--- config.mk ---
export PLATFORM = sky130hd
export DESIGN_NAME = rr_mux2_stream
export DESIGN_NICKNAME = d
export VERILOG_FILES = /design/src/rtl/rr_mux2_pkg.sv /design/src/rtl/rr_arb2.sv /design/src/rtl/rr_mux2_stream.sv
export SDC_FILE = /design/constraint.sdc
export NUM_CORES = 1
export LEC_CHECK = 0
export CAP_MARGIN = 20
export CELL_PAD_IN_SITES_DETAIL_PLACEMENT = 1
export CELL_PAD_IN_SITES_GLOBAL_PLACEMENT = 1
export CORE_MARGIN = 3
export CORE_UTILIZATION = 32
export CTS_CLUSTER_SIZE = 12
export DETAILED_ROUTE_END_ITERATION = 16
export PLACE_DENSITY = 0.85
export SYNTH_ARGS = -nofsm -noshare
export SYNTH_HDL_FRONTEND = slang
export SYNTH_HIERARCHICAL = 1
export SYNTH_SLANG_ARGS = --single-unit
--- constraint.sdc ---
create_clock -name clk -period 2.2 [get_ports clk]
set_input_delay 0.66 -clock clk [delete_from_list [all_inputs] [get_ports clk]]
set_output_delay 0.66 -clock clk [all_outputs]
set_load 0.1 [all_outputs]
--- src/rtl/rr_mux2_pkg.sv ---
// Shared constants and types for the round-robin 2:1 stream merger.
// Source encoding matches mux21 (0 = in0, 1 = in1).
package rr_mux2_pkg;

  localparam logic SEL_IN0  = 1'b0;
  localparam logic SEL_IN1  = 1'b1;

  localparam logic ST_EMPTY = 1'b0;
  localparam logic ST_FULL  = 1'b1;

  // Output stage state: EMPTY means out_valid=0, FULL means out_valid=1.
  typedef enum logic {
    STATE_EMPTY = ST_EMPTY,
    STATE_FULL  = ST_FULL
  } state_t;

  // Turn a source index into its one-hot grant vector.
  function automatic logic [1:0] idx_to_onehot(input logic idx);
    return (idx == SEL_IN1) ? 2'b10 : 2'b01;
  endfunction

endpackage

--- src/rtl/rr_arb2.sv ---
// Combinational 2-way round-robin arbiter.
// With both requests active the input that did not win last time is granted.
// gnt is one-hot, or zero when en is low or nobody requests.
module rr_arb2
  import rr_mux2_pkg::*;
(
  input  logic [1:0] req,
  input  logic       last_gnt,
  input  logic       en,
  output logic [1:0] gnt,
  output logic       gnt_idx
);

  // Pick the winner index, then qualify it into a one-hot grant.
  always_comb begin
    gnt_idx = SEL_IN0;
    case (req)
      2'b01:   gnt_idx = SEL_IN0;
      2'b10:   gnt_idx = SEL_IN1;
      2'b11:   gnt_idx = ~last_gnt;
      default: gnt_idx = SEL_IN0;
    endcase
    gnt = (en && (req != 2'b00)) ? idx_to_onehot(gnt_idx) : 2'b00;
  end

endmodule

--- src/rtl/rr_mux2_stream.sv ---
// Round-robin merge of two valid/ready streams into one registered output.
// The output stage accepts a new word whenever it is empty or being drained
// this cycle, so back-to-back transfers run at one word per clock.
// Optional feature macro: RR_MUX2_STATS_EN adds per-input grant counters
// (gnt0_cnt / gnt1_cnt, parameter CNT_W).
module rr_mux2_stream
  import rr_mux2_pkg::*;
#(
  parameter int W = 8
`ifdef RR_MUX2_STATS_EN
  ,
  parameter int CNT_W = 16
`endif
) (
  input  logic             clk,
  input  logic             rst,
  input  logic             in0_valid,
  input  logic [W-1:0]     in0_data,
  output logic             in0_ready,
  input  logic             in1_valid,
  input  logic [W-1:0]     in1_data,
  output logic             in1_ready,
  output logic             out_valid,
  output logic [W-1:0]     out_data,
  output logic             out_sel,
  input  logic             out_ready
`ifdef RR_MUX2_STATS_EN
  ,
  output logic [CNT_W-1:0] gnt0_cnt,
  output logic [CNT_W-1:0] gnt1_cnt
`endif
);

  state_t         state_reg;
  logic [W-1:0]   data_reg;
  logic           sel_reg;
  logic           last_gnt_reg;

  logic           load;
  logic [1:0]     gnt;
  logic           gnt_idx;
  logic           grant_any;
  logic [W-1:0]   mux_data;

  // The output register can take a word when empty or when its word leaves now.
  assign load = (state_reg == STATE_EMPTY) || out_ready;

  rr_arb2 u_arb (
    .req      ({in1_valid, in0_valid}),
    .last_gnt (last_gnt_reg),
    .en       (load),
    .gnt      (gnt),
    .gnt_idx  (gnt_idx)
  );

  assign grant_any = |gnt;
  assign in0_ready = gnt[0];
  assign in1_ready = gnt[1];

  // mux21 data path: s = gnt_idx picks in1 when high.
  assign mux_data = (gnt_idx == SEL_IN1) ? in1_data : in0_data;

  // Output stage FSM: capture the granted word, drain when nothing new arrives.
  always_ff @(posedge clk or posedge rst) begin
    if (rst) begin
      state_reg    <= STATE_EMPTY;
      data_reg     <= '0;
      sel_reg      <= SEL_IN0;
      last_gnt_reg <= SEL_IN1;
    end else begin
      case (state_reg)
        STATE_EMPTY: begin
          if (grant_any) begin
            state_reg    <= STATE_FULL;
            data_reg     <= mux_data;
            sel_reg      <= gnt_idx;
            last_gnt_reg <= gnt_idx;
          end
        end
        STATE_FULL: begin
          if (out_ready) begin
            if (grant_any) begin
              data_reg     <= mux_data;
              sel_reg      <= gnt_idx;
              last_gnt_reg <= gnt_idx;
            end else begin
              state_reg <= STATE_EMPTY;
            end
          end
        end
        default: state_reg <= STATE_EMPTY;
      endcase
    end
  end

  assign out_valid = (state_reg == STATE_FULL);
  assign out_data  = data_reg;
  assign out_sel   = sel_reg;

`ifdef RR_MUX2_STATS_EN
  logic [CNT_W-1:0] cnt0_reg;
  logic [CNT_W-1:0] cnt1_reg;

  // Count accepted words per input; counters wrap and clear only on reset.
  always_ff @(posedge clk or posedge rst) begin
    if (rst) begin
      cnt0_reg <= '0;
      cnt1_reg <= '0;
    end else begin
      if (gnt[0]) cnt0_reg <= cnt0_reg + CNT_W'(1);
      if (gnt[1]) cnt1_reg <= cnt1_reg + CNT_W'(1);
    end
  end

  assign gnt0_cnt = cnt0_reg;
  assign gnt1_cnt = cnt1_reg;
`endif

endmodule
# --- Word level (Yosys, flattened, before mapping) ---
# Cells that the tools add are included.
word_totals:
  register_bits: 11
  output_inout_bits: 12
  word_cells: 29
  input_bits: 21
op_classes:
  bitwise: 2
  n_mux: 16
  eq_ne: 3
  reduce_logical: 4
ops:
  columns: ["cell", "n"]
  rows:
  - ["8-bit 2-to-1 mux", 3]
  - ["8-bit case mux with 2 select lines", 1]
  - ["1-bit case mux with 2 select lines", 4]
  - ["1-bit 2-to-1 mux", 6]
  - ["2-bit == test, second input constant", 2]
  - ["2-bit 2-to-1 mux", 2]
  - ["2-bit inequality test, second input constant", 1]
  - ["1-bit inverter", 2]
  - ["2-bit nonzero test", 1]
  - ["2-bit OR reduction", 1]
  - ["1-bit logical AND", 1]
  - ["1-bit logical OR", 1]

# --- Logic depth before layout (Yosys ltp) ---
# Gate-level depths: netlist (run 1).
logic_depth:
  depth_word: 8
  depth_mapped: 6
  mapped_depth_nobuf: 5

# --- Modules after synthesis ---
# Netlist (run 1), hierarchy kept.
by_module_without_submodules:
  columns: ["module", "instances", "seq_area_each_um2", "cells_per_inst", "area_each_um2"]
  rows:
  - ["rr_mux2_stream", 1, 276.5, 36, 618.1]
  - ["rr_arb2", 1, 0.0, 5, 30.0]

# --- Least setup slack after synthesis (run 1) ---
# OpenSTA, ideal clock, no wires.
synth_path:
  path_type: "reg2reg"
  startpoint: "reg state_reg (netlist: out_valid)"
  endpoint: "reg data_reg[0] (netlist: out_data[0])"
  setup_slack_ns: -1.205
  required_time_ns: 2.074
  synth_period_minus_slack_ns: 3.405
  t_arrival_ns: 3.278
  setup_time_ns: 0.126
  path_buffers: 1
  path_stages_with_launch: 7
  path_cell_list: "dfrtp_1 nand2b_4 nand2_1 a21oi_1 o21a_4 buf_12 mux2_4"
synth_via:
  elab_chain_cells: 8
  word_cells_on_any_way: 9
  cone_classes: "eq/ne: 1; mux: 4; bitwise: 1; reduce/logical: 3"
synth_rtl:
  columns: ["element", "line_no", "text"]
  rows:
  - ["start, declared", "rr_mux2_stream.sv:34", "state_t state_reg;"]
  - ["start signal, assigned", "rr_mux2_stream.sv:66", "state_reg <= STATE_EMPTY;"]
  - ["start signal, assigned", "rr_mux2_stream.sv:74", "state_reg <= STATE_FULL;"]
  - ["start signal, assigned", "rr_mux2_stream.sv:87", "state_reg <= STATE_EMPTY;"]
  - ["1-bit inverter *", null, null]
  - ["1-bit logical OR *", "rr_mux2_stream.sv:46", "assign load = (state_reg == STATE_EMPTY) || out_ready;"]
  - ["net load", "rr_mux2_stream.sv:39", "logic load;"]
  - ["1-bit logical AND *", "rr_arb2.sv:23", "gnt = (en && (req != 2'b00)) ? idx_to_onehot(gnt_idx) : 2'b00;"]
  - ["2-bit 2-to-1 mux *", "rr_arb2.sv:23", null]
  - ["net in0_ready", "rr_mux2_stream.sv:19", "output logic in0_ready,"]
  - ["2-bit OR reduction *", "rr_mux2_stream.sv:56", "assign grant_any = |gnt;"]
  - ["8-bit 2-to-1 mux *", null, null]
  - ["8-bit 2-to-1 mux", null, null]
  - ["8-bit case mux with 2 select lines *", "rr_mux2_stream.sv:71", "case (state_reg)"]
  - ["end signal, assigned", "rr_mux2_stream.sv:75", "data_reg <= mux_data;"]
  - ["end signal, assigned", "rr_mux2_stream.sv:83", "data_reg <= mux_data;"]
  - ["end, declared", "rr_mux2_stream.sv:35", "logic [W-1:0] data_reg;"]
# The timed path passes the listed nets; every way through them passes the cells marked *. The select of a mux whose other input is x is not followed.
# A chain may end at the register's enable or synchronous reset.

# --- Worst setup path in the final report (run 1) ---
layout_path:
  startpoint: "in in1_valid"
  endpoint: "out in1_ready"
layout_via:
  elab_chain_cells: 4
  word_cells_on_any_way: 7
  cone_classes: "eq/ne: 2; mux: 3; reduce/logical: 2"
layout_rtl:
  columns: ["element", "line_no", "text"]
  rows:
  - ["start, declared", "rr_mux2_stream.sv:20", "input logic in1_valid,"]
  - ["2-bit == test", "rr_arb2.sv:17", "case (req)"]
  - ["1-bit case mux with 2 select lines *", "rr_arb2.sv:17", null]
  - ["net gnt_idx", "rr_mux2_stream.sv:41", "logic gnt_idx;"]
  - ["2-bit 2-to-1 mux *", "rr_mux2_pkg.sv:19", "return (idx == SEL_IN1) ? 2'b10 : 2'b01;"]
  - ["2-bit 2-to-1 mux *", "rr_arb2.sv:23", null]
  - ["end, declared", "rr_mux2_stream.sv:22", "output logic in1_ready,"]
# The timed path passes the listed nets; every way through them passes the cells marked *.

==> reports/results.ini, run 1 <==
[setup_path]
slowest_stage = dlygate4sd2_1
endpoint_kind = output pin
crit_type = input pin to output pin
crit_path_end = in1_ready
worstPathMaxFanout = 2
r2r-end = out_data[3]$_DFFE_PP0P_
slowest_delay_ps = 260
rr_startpoint = last_gnt_reg$_DFFE_PP1P_
crit_path_start_kind = input pin
reg2reg_slack_ps = 430
cp.required_ps = 1540
cp_cell_sequence = dlygate4sd2_1 > a21boi_4 > and2_4 > buf_12
worstRegToRegCells = 6
crit_start = in1_valid
arrival_ps = 1500

[synth]
ys_seq_area_share_pct = 42.7
synth_area_per_cell_um2 = 15.8
async_reset_ff_share_pct = 100
syn_area_um2 = 648
yosysWarningCount = 6
syn_inst = 41
syn-num-nets = 62
yosys-top-cells-area = mux2_4 42%, dfrtp_1 39%, dfstp_2 4.1%
ys_types = 13
post-synth-top-count-cell = mux2_4
yosys-top-cells-count = 18 x mux2_4, 10 x dfrtp_1, 2 x inv_1, 2 x nand2_1
synth_top_cell_by_area = mux2_4
synth-main-ff-cell = dfrtp_1
synth-seq-cells = 11
synth_edf_count = 0
yosysTopAreaCellShare_pct = 41.7

[global_route]
grt_pass1_vias = 571
grt_busiest_layer = met2
grt_use_met3_pct = 5.54
grt_util_all_layers_pct = 16.3
grt_pass1_wl_um = 2960
overflow = 0
grtUsageMet2_pct = 29.0
antenna_found_initial = 0
grt_start_max_net_pins = 12
grt_use_met1_pct = 16.4

[drt]
num_vias = 493
drt-total-wl_um = 1840
firstDrtPassIters = 2
drc_errors = 0
drt_iter0_drc = 2
post_drt_wl_per_cell_um = 17.4
antenna_left = 0
via_per_inst = 4.65

[timing]
rsz0062_at_grt = false
fin_crit_sh_pct = 98.0
worst_slack_ps = 43.6
slew_violations = 0
finalCriticalPeriod_ps = 2160
worstMarginPinSlew_ps = 422
max_freq_ghz = 0.464
setup_viol = 0
clock_skew_ps = 1.70
tns_ps = 0
final_hold_viol_count = 0
slew_headroom_pct = 71.8

[clock_tree]
cts_sinks = 11
cts_max_level = 1
clk_latency_ps = 270
cts_tree = done
ctsHoldBuffers = 0
clock-root-buffer = clkbuf_4
cts.clk_slew.worst_paths_ps = 80
cts_made_buffers = 3
cts.path.max_buffers = 2

[layout]
finalNetCount = 103
final_cells = 106
antenna_cells = 0
drive_gt1_share_pct = 58.0
areaGrowthSynthToFinish_pct = 65.6
largest_reg_flops = 8
final_area_um2 = 1070

[run_status]
status = completed

[floorplanning]
num_rows = 15
die_w_um = 51.0
die_h_um = 51.0
core_region_area_um2 = 1820
io_pins = 33
dieArea_um2 = 2600
initial_core_util_pct = 35.6

[place]
place_area_um2 = 1010
gp_congestion = 0.627
placedCellCount = 99
dp_slack_ps = -202
hpwl_um = 1230
io_buffers = 32

[flow_run]
cap_violations = 0

[worst_hold_path]
hold_path.class = register to register
holdPathStages = 1

final cells by class:
cell class | count | area, µm²
Fill cell | 193 | 747
Timing Repair Buffer | 38 | 369
Multi-Input combinational cell | 26 | 362
Sequential cell | 11 | 278
Tap cell | 25 | 31.3
Clock buffer | 4 | 26.3
Inverter | 2 | 7.51
cell families (layout without fill, tap and decap cells):
kind of cell | after synthesis | count (layout) | share of synthesized area [%]
muxes | 18 | 18 | 41.7
DFF | 11 | 11 | 42.7
and+or+nand+nor | 5 | 5 | 4.83
buffers and inverters | 4 | 44 | 5.98
AOI/OAI and AO/OA | 3 | 3 | 4.82
what timing repair did:
action	CTS	global route
pin swaps	1	0
gates resized for setup	5	1
gates cloned	0	0
buffers inserted	3	0
endpoints found under the setup margin	2	1
layout by cell type, fill, tap and decap left out, drive strengths merged:
| cell type | n |
|---|---|
| nor2 | 1 |
| dlygate4sd2 | 3 |
| clkbuf | 4 |
| a21boi | 1 |
| o21a | 1 |
| nand2 | 2 |
| nand2b | 1 |
| a21oi | 1 |
| clkdlybuf4s50 | 17 |
| buf | 18 |
| dfstp | 1 |
| and2 | 1 |
| inv | 2 |
| mux2 | 18 |
| dfrtp | 10 |
how the worst min path moves through the flow:
stage,startpoint,endpoint,slack (ps)
2_1_floorplan,rst,out_data[0]$_DFFE_PP0P_,510
3_3_place_gp,out_data[3]$_DFFE_PP0P_,out_data[3]$_DFFE_PP0P_,490
3_5_place_dp,out_data[2]$_DFFE_PP0P_,out_data[2]$_DFFE_PP0P_,500
4_1_cts,out_data[6]$_DFFE_PP0P_,out_data[6]$_DFFE_PP0P_,530
5_1_grt,out_data[6]$_DFFE_PP0P_,out_data[6]$_DFFE_PP0P_,540
6_report,out_data[3]$_DFFE_PP0P_,out_data[3]$_DFFE_PP0P_,530
through the flow:
step	hold WS, ps	utilization (%)
after detailed placement	501	55.7
after CTS	528	58.6
after floorplan	512	-
after global placement	494	55.7
final	526	59.0
after global routing	543	59.0
critical path: cells and delay by family:
family,cells,cell delay (ps)
buf+inv,2,430
compound gates,1,230
simple gates,1,180
routing by layer:
layer  vias up  wire [µm]
li1        221          -
met1       236        653
met2        28        965
met3         8        148
met4         0         75
met5         -          0
Power of run 1 is not shown: default switching activity piles up to over one toggle a cycle in this logic, so the estimate is an artifact.
==> run 2, diff against run 1 <==
- TNS_END_PERCENT: default -> 30
==> results of run 2 <==
Final layout, timing and power as in run 1 (identical DEF).
Power of run 2 is left out for the same reason.
==> RTL change 1 (config.mk and constraints of run 1) <==
Build with the macro `RR_MUX2_STATS_EN` defined.
--- a/src/rtl/rr_mux2_stream.sv
+++ b/src/rtl/rr_mux2_stream.sv
@@ -4,4 +4,6 @@
 // Optional feature macro: RR_MUX2_STATS_EN adds per-input grant counters
 // (gnt0_cnt / gnt1_cnt, parameter CNT_W).
+`define RR_MUX2_STATS_EN
+
 module rr_mux2_stream
   import rr_mux2_pkg::*;
Check against the original RTL (old outputs only; new: gnt0_cnt and gnt1_cnt): equivalent (Yosys induction, for registers that start in step).
==> RTL change 1 against run 1 <==
- cell count grew to 3.1 times the old value
- routed wire length grew to 2.6 times the old value
- worst hold slack lost 25 ps
- maximum frequency grew 3.2%
- non-clock buffer count grew 43
- sequential cell count grew 32
- global-route usage shrank 1.6 points
- first-iteration DRC count grew to 11 times the old value
- cell area grew to 3.0 times the old value
- setup slack gained 68 ps
- area after synthesis grew to 3.0 times the old value
- critical path type unchanged
==> RTL change 1: results (changes against run 1) <==
result of the run=finished clean; global routing met1 resource utilization=17.80% (+1.4 points); area added between synthesis and finish=66.97%; CP Launch Point=in0_valid; number of buffers created by CTS=5 (+2); cell depth of the worst hold path=1 (unchanged); Multi-Input Combinational=117 (+350%); post-route clock skew=8.520 ps (+6.823 ps); final-stage net count=277 (+170%); nonclk buf count=81 (+110%); number of fill cells=569 (+190%); number of library cell types mapped by synthesis=29 (+16); Tap Count=72 (+190%); drt pass-1 iters=3 (+1); top cell types by occurrence after synthesis=sky130_fd_sc_hd__dfrtp_1, sky130_fd_sc_hd__xnor2_1, sky130_fd_sc_hd__nand2_1, sky130_fd_sc_hd__nor2_1; XOR/XNOR Fraction of Synth Area=13.47% (+13 points); Hold Path End=gnt0_cnt[11]; startpoint of the worst hold path=gnt0_cnt[11]; multi-input logic area=859.6 sq um (+140%); GRT met3 Usage=4.245% (-1.3 points); fraction of standard cell area that is sequential=33.12% (+7.2 points); non-clock inverter total of the final layout=6 (+4); initial core utilization=34.17% (-1.4 points); mean number of vias per cell=4.813 (+3.5%); instance count after placement with tap cells included=316 (+220%); worst relative slew slack=78.99% (+7.2 points); overall routing resource usage=14.75% (-1.6 points); wire length of the first global-routing pass=8.500 mm (+190%); CTS H-tree depth=2 (+1); I/O Buffers=64 (+100%); smallest hold slack=501.6 ps (-24.61 ps); Mapped Avg Cell Area=11.41 sq um (-28%); dpl ws=-220.4 ps (-18.32 ps); depth of the worst register-to-register path=8 (+2); mux share of post-synthesis cell area=5.260% (-36 points); fraction of final layout cells sized beyond drive strength 1=34.51% (-24 points); sequential share of the synthesized area=55.23% (+13 points); via count of the first global-routing pass=1,757 (+210%); non-clock buffer share of cell area=34.31% (-0.076 points); share of the cycle needed by the critical path after routing=94.93% (-3.1 points); worst endpoint data arrival time=1430 ps (-70 ps); Worst R2R End=gnt0_cnt[10]; compound-cell area share of the yosys netlist=3.784% (-1.0 points); clock network share of area=2.728% (+0.28 points); pin count of the biggest net entering global routing=44 (+32); HPWL after detailed placement=3.755 mm (+210%); post-synthesis net count=194 (+210%); grt met2 use=25.39% (-3.6 points); worst reg-to-reg setup slack=380 ps (-50 ps); total cell area at the placement stage=0.003143 sq mm (+210%); buffer cell driving the clock tree root=sky130_fd_sc_hd__clkbuf_8; later-pin clock latency in the skew report=300 ps (+30 ps); adder-cell area share of the yosys netlist=1.283% (+1.3 points); final RePlAce weighted congestion=0.7240 (+16%); leading cell types by total area after synthesis=sky130_fd_sc_hd__dfrtp_1, sky130_fd_sc_hd__xnor2_1, sky130_fd_sc_hd__xor2_1, sky130_fd_sc_hd__mux2i_1, sky130_fd_sc_hd__nand2_1; sink count of the clock tree=43 (+32); Total Routed Length=4.775 mm (+160%)
[RTL change 1: cell types whose count changed in the layout (fill, tap and decap cells not counted), moves of 10 or more]
cell                      delta
sky130_fd_sc_hd__mux2_4     -18
sky130_fd_sc_hd__nand3_1    +10
sky130_fd_sc_hd__dfrtp_1    +32
sky130_fd_sc_hd__buf_12     +34
sky130_fd_sc_hd__nor2_1     +13
sky130_fd_sc_hd__nand2_1    +12
sky130_fd_sc_hd__xor2_1     +10
sky130_fd_sc_hd__xnor2_1    +20
[RTL change 1: power by group through the flow]
stage | clock network [uW] | logic (uW) | registers [uW]
CTS | 527 | 2640 | 1310
global placement | 0 | 2580 | 1300
detailed placement | 0 | 2620 | 1320
finish | 501 | 2620 | 1300
global route | 556 | 2720 | 1340
floorplan | 0 | 431 | 2590
[RTL change 1: routing by layer]
metal	share of wire, %	vias up
li1	-	747
met1	41	773
met2	52	46
met3	5.3	8
met4	1.4	0
met5	0	-
==> RTL change 2 (flow settings as in run 1) <==
Without the edit above. Set the parameter `W` to 6 (it was 8).
--- a/src/rtl/rr_mux2_stream.sv
+++ b/src/rtl/rr_mux2_stream.sv
@@ -7,5 +7,5 @@
   import rr_mux2_pkg::*;
 #(
-  parameter int W = 8
+  parameter int W = 6
 `ifdef RR_MUX2_STATS_EN
   ,
Ports: changed (resized in0_data, in1_data and out_data); port bits go from 33 to 27. No check against the original RTL was run, so the function may have changed too.
==> RTL change 2 against run 1 <==
- count of clock-buffer cells in the layout is the same
- die area shrank 17%
- register-to-register slack lost 110 ps
- maximum frequency grew 0.34%
- routed wire length shrank 21%
- sequential cell count shrank 2
- worst hold slack lost 11 ps
- setup slack gained 7.3 ps
- critical path depth is the same
- cell area shrank 16%
- area after synthesis shrank 19%
- critical endpoint unchanged
Power is not shown: default switching activity piles up to over one toggle a cycle in this logic, so the estimate is an artifact.
==> RTL change 2: results (changes against run 1) <==
overall routing resource usage=16.27% (-0.052 points); adder-cell area share of the yosys netlist=0% (unchanged); leading cell types by total area after synthesis=sky130_fd_sc_hd__mux2_4, sky130_fd_sc_hd__dfrtp_1, sky130_fd_sc_hd__dfstp_2, sky130_fd_sc_hd__buf_6, sky130_fd_sc_hd__nand2b_4; buffer cell driving the clock tree root=sky130_fd_sc_hd__clkbuf_4; number of fill cells=146 (-24%); wire length of the first global-routing pass=2.249 mm (-24%); final RePlAce weighted congestion=0.7518 (+20%); post-synthesis net count=52 (-16%); compound-cell area share of the yosys netlist=4.556% (-0.27 points); top cell types by occurrence after synthesis=sky130_fd_sc_hd__mux2_4, sky130_fd_sc_hd__dfrtp_1, sky130_fd_sc_hd__buf_6, sky130_fd_sc_hd__inv_1, sky130_fd_sc_hd__nand2_1; warning count from the yosys run=6 (unchanged); later-pin clock latency in the skew report=260 ps; routed length per placed instance=17.15 microns (-1.3%); pin count of the biggest net entering global routing=10 (-2); final-stage net count=88 (-15%); initial antenna violation count=0 (unchanged); via count=392 (-20%); post-route clock skew=1.722 ps (+0.02479 ps); depth of the worst register-to-register path=7 (+1); result of the run=finished clean; post-CTS clock slew at the launch and capture registers of the worst setup and hold paths=60 ps (-20 ps); mux share of post-synthesis cell area=40.29% (-1.4 points); worst endpoint data arrival time=1490 ps; clock tree buffer depth=2 (unchanged); number of buffers created by CTS=3 (unchanged); share of synthesized registers carrying an async set or reset=100.0% (unchanged); XOR/XNOR Fraction of Synth Area=0% (unchanged); drt pass-1 iters=2 (unchanged); Iteration-0 DRC Markers=1 (-1); fraction of final layout cells sized beyond drive strength 1=58.57% (+0.55 points); max reg flops=6 (-2); dpl ws=-175.7 ps (+26.39 ps); cell depth of the worst hold path=1 (unchanged); maximum net fanout on the critical path=3 (+1); via count of the first global-routing pass=436 (-24%); HPWL after detailed placement=1.097 mm (-11%); class of the tightest hold or removal check=register to register; number of library cell types mapped by synthesis=12 (-1); I/O Buffers=26 (-19%); ant diodes=0 (unchanged); worst relative slew slack=77.16% (+5.3 points); sequential share of the synthesized area=43.41% (+0.74 points); Most used DFF post-synth=sky130_fd_sc_hd__dfrtp_1; CTS H-tree depth=1 (unchanged)
[RTL change 2: critical path: stages]
cell                            delay (ps)
sky130_fd_sc_hd__dlygate4sd2_1         280
sky130_fd_sc_hd__a21boi_2              180
sky130_fd_sc_hd__and2_4                190
sky130_fd_sc_hd__buf_12                170
[RTL change 2: cells by family after synthesis]
group	Yosys count
simple gates	5
mux	14
buf+inv	4
flops	9
compound gates	3
[RTL change 2: path summary, 6_finish.rpt]
check | startpoint | endpoint | slack (ps)
setup / recovery | in0_valid | in1_ready | 50
hold / removal | out_data[1] | out_data[1] | 510
setup reg to reg | last_gnt_reg | out_data[3] | 320
hold reg to reg | out_data[1] | out_data[1] | 510
max in group asynchronous | rst | last_gnt_reg | 1240
min in group asynchronous | rst | out_data[2] | 670
[RTL change 2: final cells by class]
type | count | share of cell area, %
clock buffers | 4 | 2.917
inverters | 2 | 0.8333
multi-input cells | 22 | 31.81
flip-flops and latches | 9 | 25.28
well taps | 15 | 2.083
repair buffers | 33 | 37.08
[RTL change 2: layer usage]
| layer | vias up | global-route usage [%] | part of all wire [%] |
|---|---|---|---|
| met2 | 19 | 28.30 | 51 |
| met3 | 2 | 5.859 | 8.6 |
| met5 | - | 0 | 0 |
| met1 | 179 | 18.23 | 40 |
| li1 | 192 | - | - |
| met4 | 0 | 5.114 | 0.96 |
[RTL change 2: through the flow]
step	instance area [sq um]	instances	setup TNS, ps	util [%]
finish	900.9	85	0	63.66
global route	900.9	85	0	63.66
CTS	900.9	85	0	63.66
detailed placement	839.6	77	-1077	59.33
global placement	839.6	77	-792.8	59.33
floorplan	535.5	35	0	-
[RTL change 2: timing repair]
item / CTS / global route
gates cloned: 0 / 0
endpoints found under the setup margin: 2 / 1
pin swaps: 3 / 1
hold buffers: 0 / 0
resized for setup: 6 / 0
setup buffers: 4 / 0
